`config.mk`:
```
export PLATFORM = sky130hd
export DESIGN_NAME = text_ram_arbiter_flat
export DESIGN_NICKNAME = d
export VERILOG_FILES = /design/src/rtl/text_ram_arbiter_if.sv /design/src/rtl/text_ram_arbiter.sv /design/src/flat_wrapper.sv
export SDC_FILE = /design/constraint.sdc
export NUM_CORES = 1
export LEC_CHECK = 0
export BUFFER_PORTS_ARGS = -buffer_cell sky130_fd_sc_hd__buf_2
export CAP_MARGIN = 0
export CELL_PAD_IN_SITES_DETAIL_PLACEMENT = 0
export CELL_PAD_IN_SITES_GLOBAL_PLACEMENT = 1
export CORE_MARGIN = 2
export CORE_UTILIZATION = 33
export CTS_CLUSTER_SIZE = 12
export DETAILED_ROUTE_END_ITERATION = 10
export PLACE_DENSITY = 0.8
export SLEW_MARGIN = 20
export SYNTH_ARGS = -nofsm -noshare
export SYNTH_HDL_FRONTEND = slang
export SYNTH_SLANG_ARGS = --single-unit
```
`constraint.sdc`:
```
create_clock -name clk -period 1.5 [get_ports clk]
set_input_delay 0.3 -clock clk [delete_from_list [all_inputs] [get_ports clk]]
set_output_delay 0.3 -clock clk [all_outputs]
set_load 0.1 [all_outputs]
```
`src/rtl/text_ram_arbiter_if.sv`:
```
// Signal bundle shared by the text RAM arbiter, its requesters and the character RAM.
// master = requester/RAM side, slave = arbiter side.
interface text_ram_arbiter_if #(
  parameter int ADDR_W = 12
);
  logic              disp_req;
  logic [ADDR_W-1:0] disp_addr;
  logic [7:0]        disp_data;
  logic              disp_valid;
  logic              wr_req;
  logic [ADDR_W-1:0] wr_addr;
  logic [7:0]        wr_data;
  logic              wr_ack;
  logic              wr_err;
  logic              clr_start;
  logic              clr_busy;
  logic [ADDR_W-1:0] ram_addr;
  logic              ram_we;
  logic [7:0]        ram_wdata;
  logic [7:0]        ram_rdata;

  modport master (
    output disp_req, disp_addr, wr_req, wr_addr, wr_data, clr_start, ram_rdata,
    input  disp_data, disp_valid, wr_ack, wr_err, clr_busy, ram_addr, ram_we, ram_wdata
  );

  modport slave (
    input  disp_req, disp_addr, wr_req, wr_addr, wr_data, clr_start, ram_rdata,
    output disp_data, disp_valid, wr_ack, wr_err, clr_busy, ram_addr, ram_we, ram_wdata
  );
endinterface

```
`src/rtl/text_ram_arbiter.sv`:
```
// Character RAM arbiter: display fetches own every slot they ask for, host writes and the
// optional bulk-clear engine (enabled by defining TEXT_ARB_CLEAR_EN) take the rest.
module text_ram_arbiter #(
  parameter int         ADDR_W    = 12,
  parameter int         DEPTH     = 2400,
  parameter logic [7:0] FILL_CHAR = 8'h20
) (
  input logic               clk,
  input logic               rst,
  text_ram_arbiter_if.slave bus
);
  localparam logic [ADDR_W-1:0] LAST_ADDR = ADDR_W'(DEPTH - 1);

  typedef enum logic [1:0] {
    OWN_IDLE,
    OWN_DISP,
    OWN_WRITE,
    OWN_CLEAR
  } owner_t;

  owner_t owner, owner_nx;

  logic [ADDR_W-1:0] ram_addr_q, ram_addr_nx;
  logic              ram_we_q, ram_we_nx;
  logic [7:0]        ram_wdata_q, ram_wdata_nx;
  logic              wr_ack_q, wr_ack_nx;
  logic              wr_err_q, wr_err_nx;
  logic              rd_pend;
  logic              disp_valid_q;
  logic [7:0]        disp_data_q;
  logic              wr_in_range;
  logic              wr_hold;
  logic              clr_pending;
  logic              clr_busy_q;
  logic [ADDR_W-1:0] clr_addr;

  assign wr_in_range = (bus.wr_addr <= LAST_ADDR);

`ifdef TEXT_ARB_CLEAR_EN
  logic clr_last_q;

  // clr_last_q marks the cycle the final fill write is on the RAM port; busy drops one cycle later
  always_ff @(posedge clk or negedge rst) begin
    if (!rst) begin
      clr_busy_q <= 1'b0;
      clr_last_q <= 1'b0;
      clr_addr   <= '0;
    end else if (!clr_busy_q) begin
      if (bus.clr_start) begin
        clr_busy_q <= 1'b1;
        clr_last_q <= 1'b0;
        clr_addr   <= '0;
      end
    end else if (clr_last_q) begin
      clr_busy_q <= 1'b0;
      clr_last_q <= 1'b0;
      clr_addr   <= '0;
    end else if (owner_nx == OWN_CLEAR) begin
      if (clr_addr == LAST_ADDR) clr_last_q <= 1'b1;
      else                       clr_addr   <= clr_addr + ADDR_W'(1);
    end
  end

  assign clr_pending = clr_busy_q && !clr_last_q;
  assign wr_hold     = clr_busy_q;
`else
  logic unused_clr_start;
  assign unused_clr_start = bus.clr_start;
  assign clr_busy_q       = 1'b0;
  assign clr_pending      = 1'b0;
  assign wr_hold          = 1'b0;
  assign clr_addr         = '0;
`endif

  always_ff @(posedge clk or negedge rst) begin
    if (!rst) owner <= OWN_IDLE;
    else      owner <= owner_nx;
  end

  // Fixed priority: display, then host write (unless a clear holds it off), then clear
  always_comb begin
    owner_nx = OWN_IDLE;
    if (bus.disp_req)               owner_nx = OWN_DISP;
    else if (bus.wr_req && !wr_hold) owner_nx = OWN_WRITE;
    else if (clr_pending)            owner_nx = OWN_CLEAR;
  end

  always_comb begin
    ram_addr_nx  = ram_addr_q;
    ram_we_nx    = 1'b0;
    ram_wdata_nx = ram_wdata_q;
    wr_ack_nx    = 1'b0;
    wr_err_nx    = 1'b0;
    case (owner_nx)
      OWN_DISP: ram_addr_nx = bus.disp_addr;
      OWN_WRITE: begin
        wr_ack_nx = 1'b1;
        if (wr_in_range) begin
          ram_addr_nx  = bus.wr_addr;
          ram_we_nx    = 1'b1;
          ram_wdata_nx = bus.wr_data;
        end else begin
          wr_err_nx = 1'b1;
        end
      end
      OWN_CLEAR: begin
        ram_addr_nx  = clr_addr;
        ram_we_nx    = 1'b1;
        ram_wdata_nx = FILL_CHAR;
      end
      default: ;
    endcase
  end

  // RAM port and host response registers, plus the 3-cycle display return pipe
  always_ff @(posedge clk or negedge rst) begin
    if (!rst) begin
      ram_addr_q   <= '0;
      ram_we_q     <= 1'b0;
      ram_wdata_q  <= '0;
      wr_ack_q     <= 1'b0;
      wr_err_q     <= 1'b0;
      rd_pend      <= 1'b0;
      disp_valid_q <= 1'b0;
      disp_data_q  <= '0;
    end else begin
      ram_addr_q   <= ram_addr_nx;
      ram_we_q     <= ram_we_nx;
      ram_wdata_q  <= ram_wdata_nx;
      wr_ack_q     <= wr_ack_nx;
      wr_err_q     <= wr_err_nx;
      rd_pend      <= (owner == OWN_DISP);
      disp_valid_q <= rd_pend;
      if (rd_pend) disp_data_q <= bus.ram_rdata;
    end
  end

  assign bus.ram_addr   = ram_addr_q;
  assign bus.ram_we     = ram_we_q;
  assign bus.ram_wdata  = ram_wdata_q;
  assign bus.wr_ack     = wr_ack_q;
  assign bus.wr_err     = wr_err_q;
  assign bus.disp_valid = disp_valid_q;
  assign bus.disp_data  = disp_data_q;
  assign bus.clr_busy   = clr_busy_q;
endmodule
```
`src/flat_wrapper.sv`:
```
// flat-port wrapper written by rule: the top's interface ports become plain ports
module text_ram_arbiter_flat 
#(
  parameter int         ADDR_W    = 12,
  parameter int         DEPTH     = 2400,
  parameter logic [7:0] FILL_CHAR = 8'h20
)
  (clk, rst, bus_disp_req, bus_disp_addr, bus_wr_req, bus_wr_addr, bus_wr_data, bus_clr_start, bus_ram_rdata, bus_disp_data, bus_disp_valid, bus_wr_ack, bus_wr_err, bus_clr_busy, bus_ram_addr, bus_ram_we, bus_ram_wdata);
  text_ram_arbiter_if #(.ADDR_W(ADDR_W)) bus_i ();
  input logic clk;
  input logic rst;
  input wire logic [$bits(bus_i.disp_req)-1:0] bus_disp_req;
  input wire logic [$bits(bus_i.disp_addr)-1:0] bus_disp_addr;
  input wire logic [$bits(bus_i.wr_req)-1:0] bus_wr_req;
  input wire logic [$bits(bus_i.wr_addr)-1:0] bus_wr_addr;
  input wire logic [$bits(bus_i.wr_data)-1:0] bus_wr_data;
  input wire logic [$bits(bus_i.clr_start)-1:0] bus_clr_start;
  input wire logic [$bits(bus_i.ram_rdata)-1:0] bus_ram_rdata;
  output wire logic [$bits(bus_i.disp_data)-1:0] bus_disp_data;
  output wire logic [$bits(bus_i.disp_valid)-1:0] bus_disp_valid;
  output wire logic [$bits(bus_i.wr_ack)-1:0] bus_wr_ack;
  output wire logic [$bits(bus_i.wr_err)-1:0] bus_wr_err;
  output wire logic [$bits(bus_i.clr_busy)-1:0] bus_clr_busy;
  output wire logic [$bits(bus_i.ram_addr)-1:0] bus_ram_addr;
  output wire logic [$bits(bus_i.ram_we)-1:0] bus_ram_we;
  output wire logic [$bits(bus_i.ram_wdata)-1:0] bus_ram_wdata;
  assign bus_i.disp_req = bus_disp_req;
  assign bus_i.disp_addr = bus_disp_addr;
  assign bus_i.wr_req = bus_wr_req;
  assign bus_i.wr_addr = bus_wr_addr;
  assign bus_i.wr_data = bus_wr_data;
  assign bus_i.clr_start = bus_clr_start;
  assign bus_i.ram_rdata = bus_ram_rdata;
  assign bus_disp_data = bus_i.disp_data;
  assign bus_disp_valid = bus_i.disp_valid;
  assign bus_wr_ack = bus_i.wr_ack;
  assign bus_wr_err = bus_i.wr_err;
  assign bus_clr_busy = bus_i.clr_busy;
  assign bus_ram_addr = bus_i.ram_addr;
  assign bus_ram_we = bus_i.ram_we;
  assign bus_ram_wdata = bus_i.ram_wdata;
  text_ram_arbiter #(.ADDR_W(ADDR_W), .DEPTH(DEPTH), .FILL_CHAR(FILL_CHAR)) u_core (.clk(clk), .rst(rst), .bus(bus_i));
endmodule
```
# --- Word level (Yosys, flattened, before mapping) ---
# Index checks and enable logic that the tools add are counted.
op_classes:
  order_cmp: 1
  eq_ne: 5
  muxes: 11
  n_reduce_logical: 4
ops:
  columns: ["operator", "n"]
  rows:
  - ["12-bit case mux with 3 select lines", 1]
  - ["8-bit case mux with 2 select lines", 1]
  - ["12-bit less-or-equal comparator (second input constant)", 1]
  - ["12-bit two-way mux", 1]
  - ["8-bit two-way mux", 1]
  - ["2-bit by 1-bit equality test with 1-bit output (second input constant)", 2]
  - ["2-bit equality test (second input constant)", 2]
  - ["1-bit two-way mux", 4]
  - ["2-bit two-way mux", 2]
  - ["2-bit AND reduction", 2]
  - ["3-bit nonzero test", 1]
  - ["2-bit by 1-bit != test with 1-bit output (second input constant)", 1]
  - ["1-bit case mux with 2 select lines", 1]
  - ["2-bit nonzero test", 1]
word_totals:
  ff_bits: 35
  inputBits: 45
  output_inout_bits: 33
  wordCells: 30

# --- Logic depth before layout (Yosys ltp) ---
# Gate-level depths: netlist (run 1).
depth:
  ltp_word: 5
  depth_mapped: 6
  depth_no_buf: 5

# --- Least setup slack after synthesis (run 1) ---
# No wires, ideal clock.
synth_path:
  path_kind: "in2reg"
  startpoint: "in bus_wr_addr[5]"
  endpoint: "reg u_core.ram_addr_q[10] (netlist: u_core.bus.ram_addr[10])"
  t_arrival_ns: 1.219
  path_slack_ns: 0.155
  path_stages: 5
  path_cell_list: "a21o_2 > nand3_2 > a31o_1 > buf_6 > mux2_4"
synth_between:
  elab_chain_cells: 3
synth_lines:
  columns: ["item", "line_no", "text"]
  rows:
  - ["from (decl)", "flat_wrapper.sv:15", "input wire logic [$bits(bus_i.wr_addr)-1:0] bus_wr_addr;"]
  - ["12-bit less-or-equal comparator", "text_ram_arbiter.sv:37", "assign wr_in_range = (bus.wr_addr <= LAST_ADDR);"]
  - ["2-bit by 1-bit != test with 1-bit output (no line)", null, null]
  - ["2-bit AND reduction (no line)", null, null]
  - ["to (signal assigned)", "text_ram_arbiter.sv:127", "ram_addr_q <= ram_addr_nx;"]
  - ["to (decl)", "text_ram_arbiter.sv:23", "logic [ADDR_W-1:0] ram_addr_q, ram_addr_nx;"]
# No other way between the ends.
# A chain may end at the register's enable or synchronous reset.

# --- Worst setup path after layout (run 1) ---
layout_path:
  startpoint: "reg u_core.ram_addr_q[11] (netlist: u_core.bus.ram_addr[11])"
  endpoint: "out bus_ram_addr[11]"
layout_lines:
  columns: ["item", "line_no", "text"]
  rows:
  - ["to (decl)", "flat_wrapper.sv:24", "output wire logic [$bits(bus_i.ram_addr)-1:0] bus_ram_addr;"]
# No word-level cell between the ends.

==> impl_metrics.yaml, run 1 <==
worst_setup_path:
  cp_data_required_time_ns: 1.20
  rr_worst_depth: 1
  crit_path_end_kind: "primary output"
  critPathTopFamily: "buffers and inverters"
  r2r-start: "u_core.rd_pend$_DFF_PN0_"
  slowest_stage: "buf_2"
  crit_fanout: 2
  reg2reg_to: "u_core.bus.disp_data[6]$_DFFE_PN0P_"
  cpPeakStageDelay_ns: 0.43
  start_kind: "register"
  rrSetupSlack_ns: 0.45
  crit_chain: "buf_2"
  crit_buf_inv: 1
  crit_type: "reg2out"
  cp.arrival_ns: 1.07
final_layout:
  drive_gt1_share_pct: 60.2
  mostFrequentLayoutCells: "buf_2, nand2_1, dfrtp_1"
  final_area_mm2: 0.00207
  nets: 245
  area_growth_pct: 43.1
  insertedDiodeCount: 0
  final_common_cell: "buf_2"
route:
  wl_per_cell_um: 12.1
  drc: 0
  wirelength_um: 3050
  drt_iter0_drc: 36
  viasPerCell: 4.34
  detail-route-antenna-nets: 0
  dr.pass1.iters: 4
  dr_total_vias: 1099
clock_tree:
  cts_sinks: 34
  cts-root-buf: "clkbuf_8"
  hold_buffers: 0
  clock_latency_ns: 0.28
  cts.clk_slew.worst_paths_ns: 0.07
  cts_tree: "done"
  cts_buffers: 5
  clockBufferDepth: 2
  post-cts-setup-buffers: 0
  ctsResizeCount: 0
  h-tree-depth: 2
floorplan:
  ios: 78
  num_rows: 24
  core_area_mm2: 0.00429
  die_y_um: 70.3
  die_area_mm2: 0.00494
  die_x_um: 70.3
  initial_core_util_pct: 33.7
status:
  status: "finished clean"
synthesis:
  ys_warn_count: 0
  synth.cell_area_mm2: 0.00145
  syn-mean-instance-area_um2: 12.6
  ys_ff_latch: 34
  ys_seq_area_share_pct: 58.7
  ys_types: 20
  synth.net_count: 160
  netlist_instances: 115
pwr:
  leakage_nw: 1.12
  powerDensity_mw_per_mm2: 1700
  total_power_mw: 3.52
  ir_drop_mv: 0.554
run:
  cap_violations: 0
global_routing:
  grt_usage_pct: 13.5
  overflow: 0
  first_global_vias: 1178
  grt_start_max_net_pins: 35
  grt_pass1_wl_um: 5190
  antenna_found_initial: 0
sta:
  final-setup-viol-count: 0
  hold_viol_final: 0
  slew_viol_final: 0
  post-route-min-period_ns: 1.37
  fmax_ghz: 0.728
  fin_ws_ns: 0.127
  rsz0062_at_grt: "false"
  hold_slack_ns: 0.0387
  period_share_pct: 91.6
  skew_ns: 0.00413
placement:
  place_area_mm2: 0.00193
  dp_slack_ns: -0.0379
  portBuffers: 75
  hpwl_um: 2300
  gp_congestion: 0.793
hold_path:
  hold_class: "in2async"
stage by stage:
stage | TNS (ns) | utilization [%] | cells
2_1_floorplan | 0 | - | 115
3_3_place_gp | -0.0135 | 45.0 | 245
3_5_place_dp | -0.0379 | 45.0 | 245
4_1_cts | 0 | 48.3 | 253
5_1_grt | 0 | 48.3 | 253
6_report | 0 | 48.3 | 253
routing by layer:
metal | up-vias | GRT usage (%) | wire (um)
met5 | - | 0 | 0
met4 | 0 | 8.12 | 51
met3 | 4 | 3.61 | 191
met2 | 41 | 20.4 | 1420
met1 | 506 | 17.2 | 1390
li1 | 548 | - | -
synthesized netlist by cell type, drive strengths merged:
master | number | area [um^2]
o21ai | 1 | 5.00
a21o | 1 | 8.76
a31o | 1 | 8.76
a21oi | 1 | 5.00
buf | 3 | 23.8
a211oi | 1 | 7.51
conb | 1 | 3.75
dfrtp | 34 | 851
clkbuf | 2 | 7.51
o31ai | 1 | 7.51
inv | 2 | 7.51
nand2 | 34 | 128
nand3 | 2 | 20.0
nor2b | 2 | 12.5
nand2b | 1 | 6.26
mux2 | 27 | 342
nor3 | 1 | 5.00
worst max path at each step:
| stage | cells after the start | startpoint | end | slack, ns |
|---|---|---|---|---|
| floorplan | 5 | bus_wr_addr[5] | u_core.bus.ram_addr[10]$_DFFE_PN0P_ | 0.15 |
| global placement | 6 | bus_wr_addr[5] | u_core.bus.ram_addr[0]$_DFFE_PN0P_ | -0.01 |
| detailed placement | 6 | bus_wr_addr[5] | u_core.bus.ram_addr[0]$_DFFE_PN0P_ | -0.04 |
| CTS | 1 | u_core.bus.ram_addr[11]$_DFFE_PN0P_ | bus_ram_addr[11] | 0.11 |
| global route | 1 | u_core.bus.ram_addr[11]$_DFFE_PN0P_ | bus_ram_addr[11] | 0.08 |
| finish | 1 | u_core.bus.ram_addr[11]$_DFFE_PN0P_ | bus_ram_addr[11] | 0.13 |
cell families after synthesis:
logic type	after synthesis	share of synthesized area, %
DFF	34	58.7
buffers and inverters	7	2.68
other	1	0.259
muxes	27	23.6
AOI/OAI and AO/OA	6	2.94
and+or+nand+nor	40	11.8
power breakdown:
| part | switching (mW) | total (mW) | internal [mW] | leakage, nW |
|---|---|---|---|---|
| clock | 0.321 | 1.03 | 0.709 | 0.0714 |
| sequential | 0.0587 | 1.10 | 1.04 | 0.408 |
| combinational | 1.11 | 1.39 | 0.279 | 0.644 |
state kept, by name (all words and copies together), names as in the netlist:
| signal | cells |
|---|---|
| u_core.rd_pend | 1 |
| u_core.bus.ram_addr | 12 |
| u_core.owner | 2 |
| u_core.bus.ram_wdata | 8 |
| u_core.bus.disp_valid | 1 |
| u_core.bus.ram_we | 1 |
| u_core.bus.wr_err | 1 |
| u_core.bus.disp_data | 8 |
cell type report:
cell class,instances,area [um^2]
fillers,400,2220
flip-flops and latches,34,851
multi-input cells,74,559
repair buffers,83,448
clock buffers,6,82.6
well taps,52,65.1
clock inverters,2,60.1
inverters,2,7.51
Power figures use the tool's default switching activity.
==> run 2: changes to the inputs <==
Settings changed: BUFFER_PORTS_ARGS -buffer_cell sky130_fd_sc_hd__buf_2 to -buffer_cell sky130_fd_sc_hd__buf_4.
==> run 2 against run 1 <==
Effect of this change:
- die area unchanged
- total power shrank 2.1%
- worst hold slack better by 0.12 ns
- non-clock buffer count fell by 1
- register-to-register slack improved by 0.02 ns
- global-route usage rose by 1.2 points
- wire length is 12% higher
- clock skew down 0.0017 ns
- final area rose by 7.4%
- first-iteration DRC count shrank 11%
- sequential power about the same
- utilization is 3.6 points higher
- critical path type unchanged
- critical endpoint unchanged
==> impl_metrics.yaml, run 2 (synthesis gave the netlist of run 1 again) <==
status:
  status: "finished clean"
sta:
  fmax_ghz: 0.794
  post-route-min-period_ns: 1.26
  final-setup-viol-count: 0
  rsz0062_at_grt: "false"
  slew_viol_final: 0
  period_share_pct: 84.0
  skew_ns: 0.00243
  hold_viol_final: 0
  hold_slack_ns: 0.161
  final.setup.tns_ns: 0
final_layout:
  insertedDiodeCount: 0
  drive_gt1_share_pct: 59.5
  ff_latch_area_um2: 851
  mostFrequentLayoutCells: "buf_4, nand2_1, dfrtp_1"
  nets: 244
  final_common_cell: "buf_4"
  area_growth_pct: 53.7
  largest_register_ffs: 12
  num-fill-cells: 391
  multi_input_area_um2: 559
floorplan:
  die_y_um: 70.3
  initial_core_util_pct: 33.7
  die_area_mm2: 0.00494
  core_area_mm2: 0.00429
  die_x_um: 70.3
  ios: 78
  num_rows: 24
worst_setup_path:
  r2r-start: "u_core.rd_pend$_DFF_PN0_"
  cp_data_required_time_ns: 1.20
  crit_fanout: 2
  reg2reg_to: "u_core.bus.disp_data[5]$_DFFE_PN0P_"
  cp.arrival_ns: 0.96
  critPathTopFamily: "flip-flops"
  rrSetupSlack_ns: 0.47
  crit_chain: "buf_4"
  crit_path_end_kind: "primary output"
  slowest_stage: "dfrtp_1"
  rr_worst_depth: 1
  cpPeakStageDelay_ns: 0.38
  start_kind: "register"
  crit_type: "reg2out"
  crit_buf_inv: 1
global_routing:
  antenna_found_initial: 0
  grt_usage_pct: 14.7
  overflow: 0
  grt_start_max_net_pins: 35
  grt_pass1_wl_um: 5600
  use_met3_pct: 4.33
  gr-usage-met2_pct: 25.3
  use_met1_pct: 16.1
  first_global_vias: 1241
  grt-busiest-layer: "met2"
hold_path:
  hold_class: "in2reg"
  whs_path_depth: 1
  holdCritStartpoint: "bus_disp_req"
  hold_end: "u_core.owner[0]$_DFF_PN0_"
route:
  viasPerCell: 4.46
  dr_total_vias: 1125
  wl_per_cell_um: 13.5
  detail-route-antenna-nets: 0
  drc: 0
  drt_iter0_drc: 32
  dr.pass1.iters: 4
  wirelength_um: 3410
pwr:
  leakage_nw: 1.16
  switching_power_mw: 1.52
  comb_power_share_pct: 43.5
  p_int_mw: 1.92
  pwr-share-clk_pct: 24.2
  powerDensity_mw_per_mm2: 1550
  ir_drop_mv: 0.551
  seqPwrFrac_pct: 32.3
  swShare_pct: 44.2
clock_tree:
  cts_tree: "done"
  hold_buffers: 1
  clock_latency_ns: 0.28
  clockBufferDepth: 2
  cts.clk_slew.worst_paths_ns: 0.07
  post-cts-setup-buffers: 0
  h-tree-depth: 2
  cts-root-buf: "clkbuf_8"
  ctsResizeCount: 0
  cts_sinks: 34
  cts_buffers: 5
placement:
  portBuffers: 75
  gp_congestion: 0.778
  hpwl_um: 2630
run:
  cap_violations: 0
-- run 2: area by class of cell --
cell class / instances / area share, %
Sequential cell: 34 / 38.2
Timing Repair Buffer: 82 / 28.3
Multi-Input combinational cell: 74 / 25.1
Clock buffer: 5 / 3.09
Tap cell: 52 / 2.92
Clock inverter: 3 / 2.02
Inverter: 2 / 0.337
-- run 2: routing by layer --
metal	share of wire (%)	routed length, um
met3	5.5	186
met1	41	1390
met4	2.4	81
met2	51	1750
met5	0	0
-- run 2: power groups by stage --
stage	Combinational [mW]	Sequential, mW	Clock, mW
global route	1.54	1.13	0.910
finish	1.50	1.11	0.834
floorplan	0.217	2.03	0
global placement	1.49	1.12	0
CTS	1.51	1.11	0.871
detailed placement	1.51	1.13	0
-- run 2: worst max-delay path by stage --
stage,startpoint,end,cells past startpoint,slack [ns]
finish,u_core.bus.ram_addr[11]$_DFFE_PN0P_,bus_ram_addr[11],1,0.24
global route,u_core.bus.ram_addr[11]$_DFFE_PN0P_,bus_ram_addr[11],1,0.20
CTS,u_core.bus.ram_addr[11]$_DFFE_PN0P_,bus_ram_addr[11],1,0.24
detailed placement,bus_wr_addr[5],u_core.bus.ram_addr[0]$_DFFE_PN0P_,6,-0.02
global placement,bus_wr_addr[5],u_core.bus.ram_addr[0]$_DFFE_PN0P_,6,0.001
floorplan,bus_wr_addr[5],u_core.bus.ram_addr[10]$_DFFE_PN0P_,5,0.15
-- run 2: through the flow --
| stage | area [um^2] | util, % | total power [mW] | std cells | setup slack, ns |
|---|---|---|---|---|---|
| after global placement | 2100 | 49.0 | 2.61 | 243 | 0.00130 |
| after CTS | 2230 | 51.9 | 3.49 | 252 | 0.235 |
| after detailed placement | 2100 | 49.0 | 2.64 | 243 | -0.0169 |
| after global routing | 2230 | 51.9 | 3.58 | 252 | 0.203 |
| final | 2230 | 51.9 | 3.44 | 252 | 0.241 |
| after floorplan | 1450 | - | 2.25 | 115 | 0.155 |
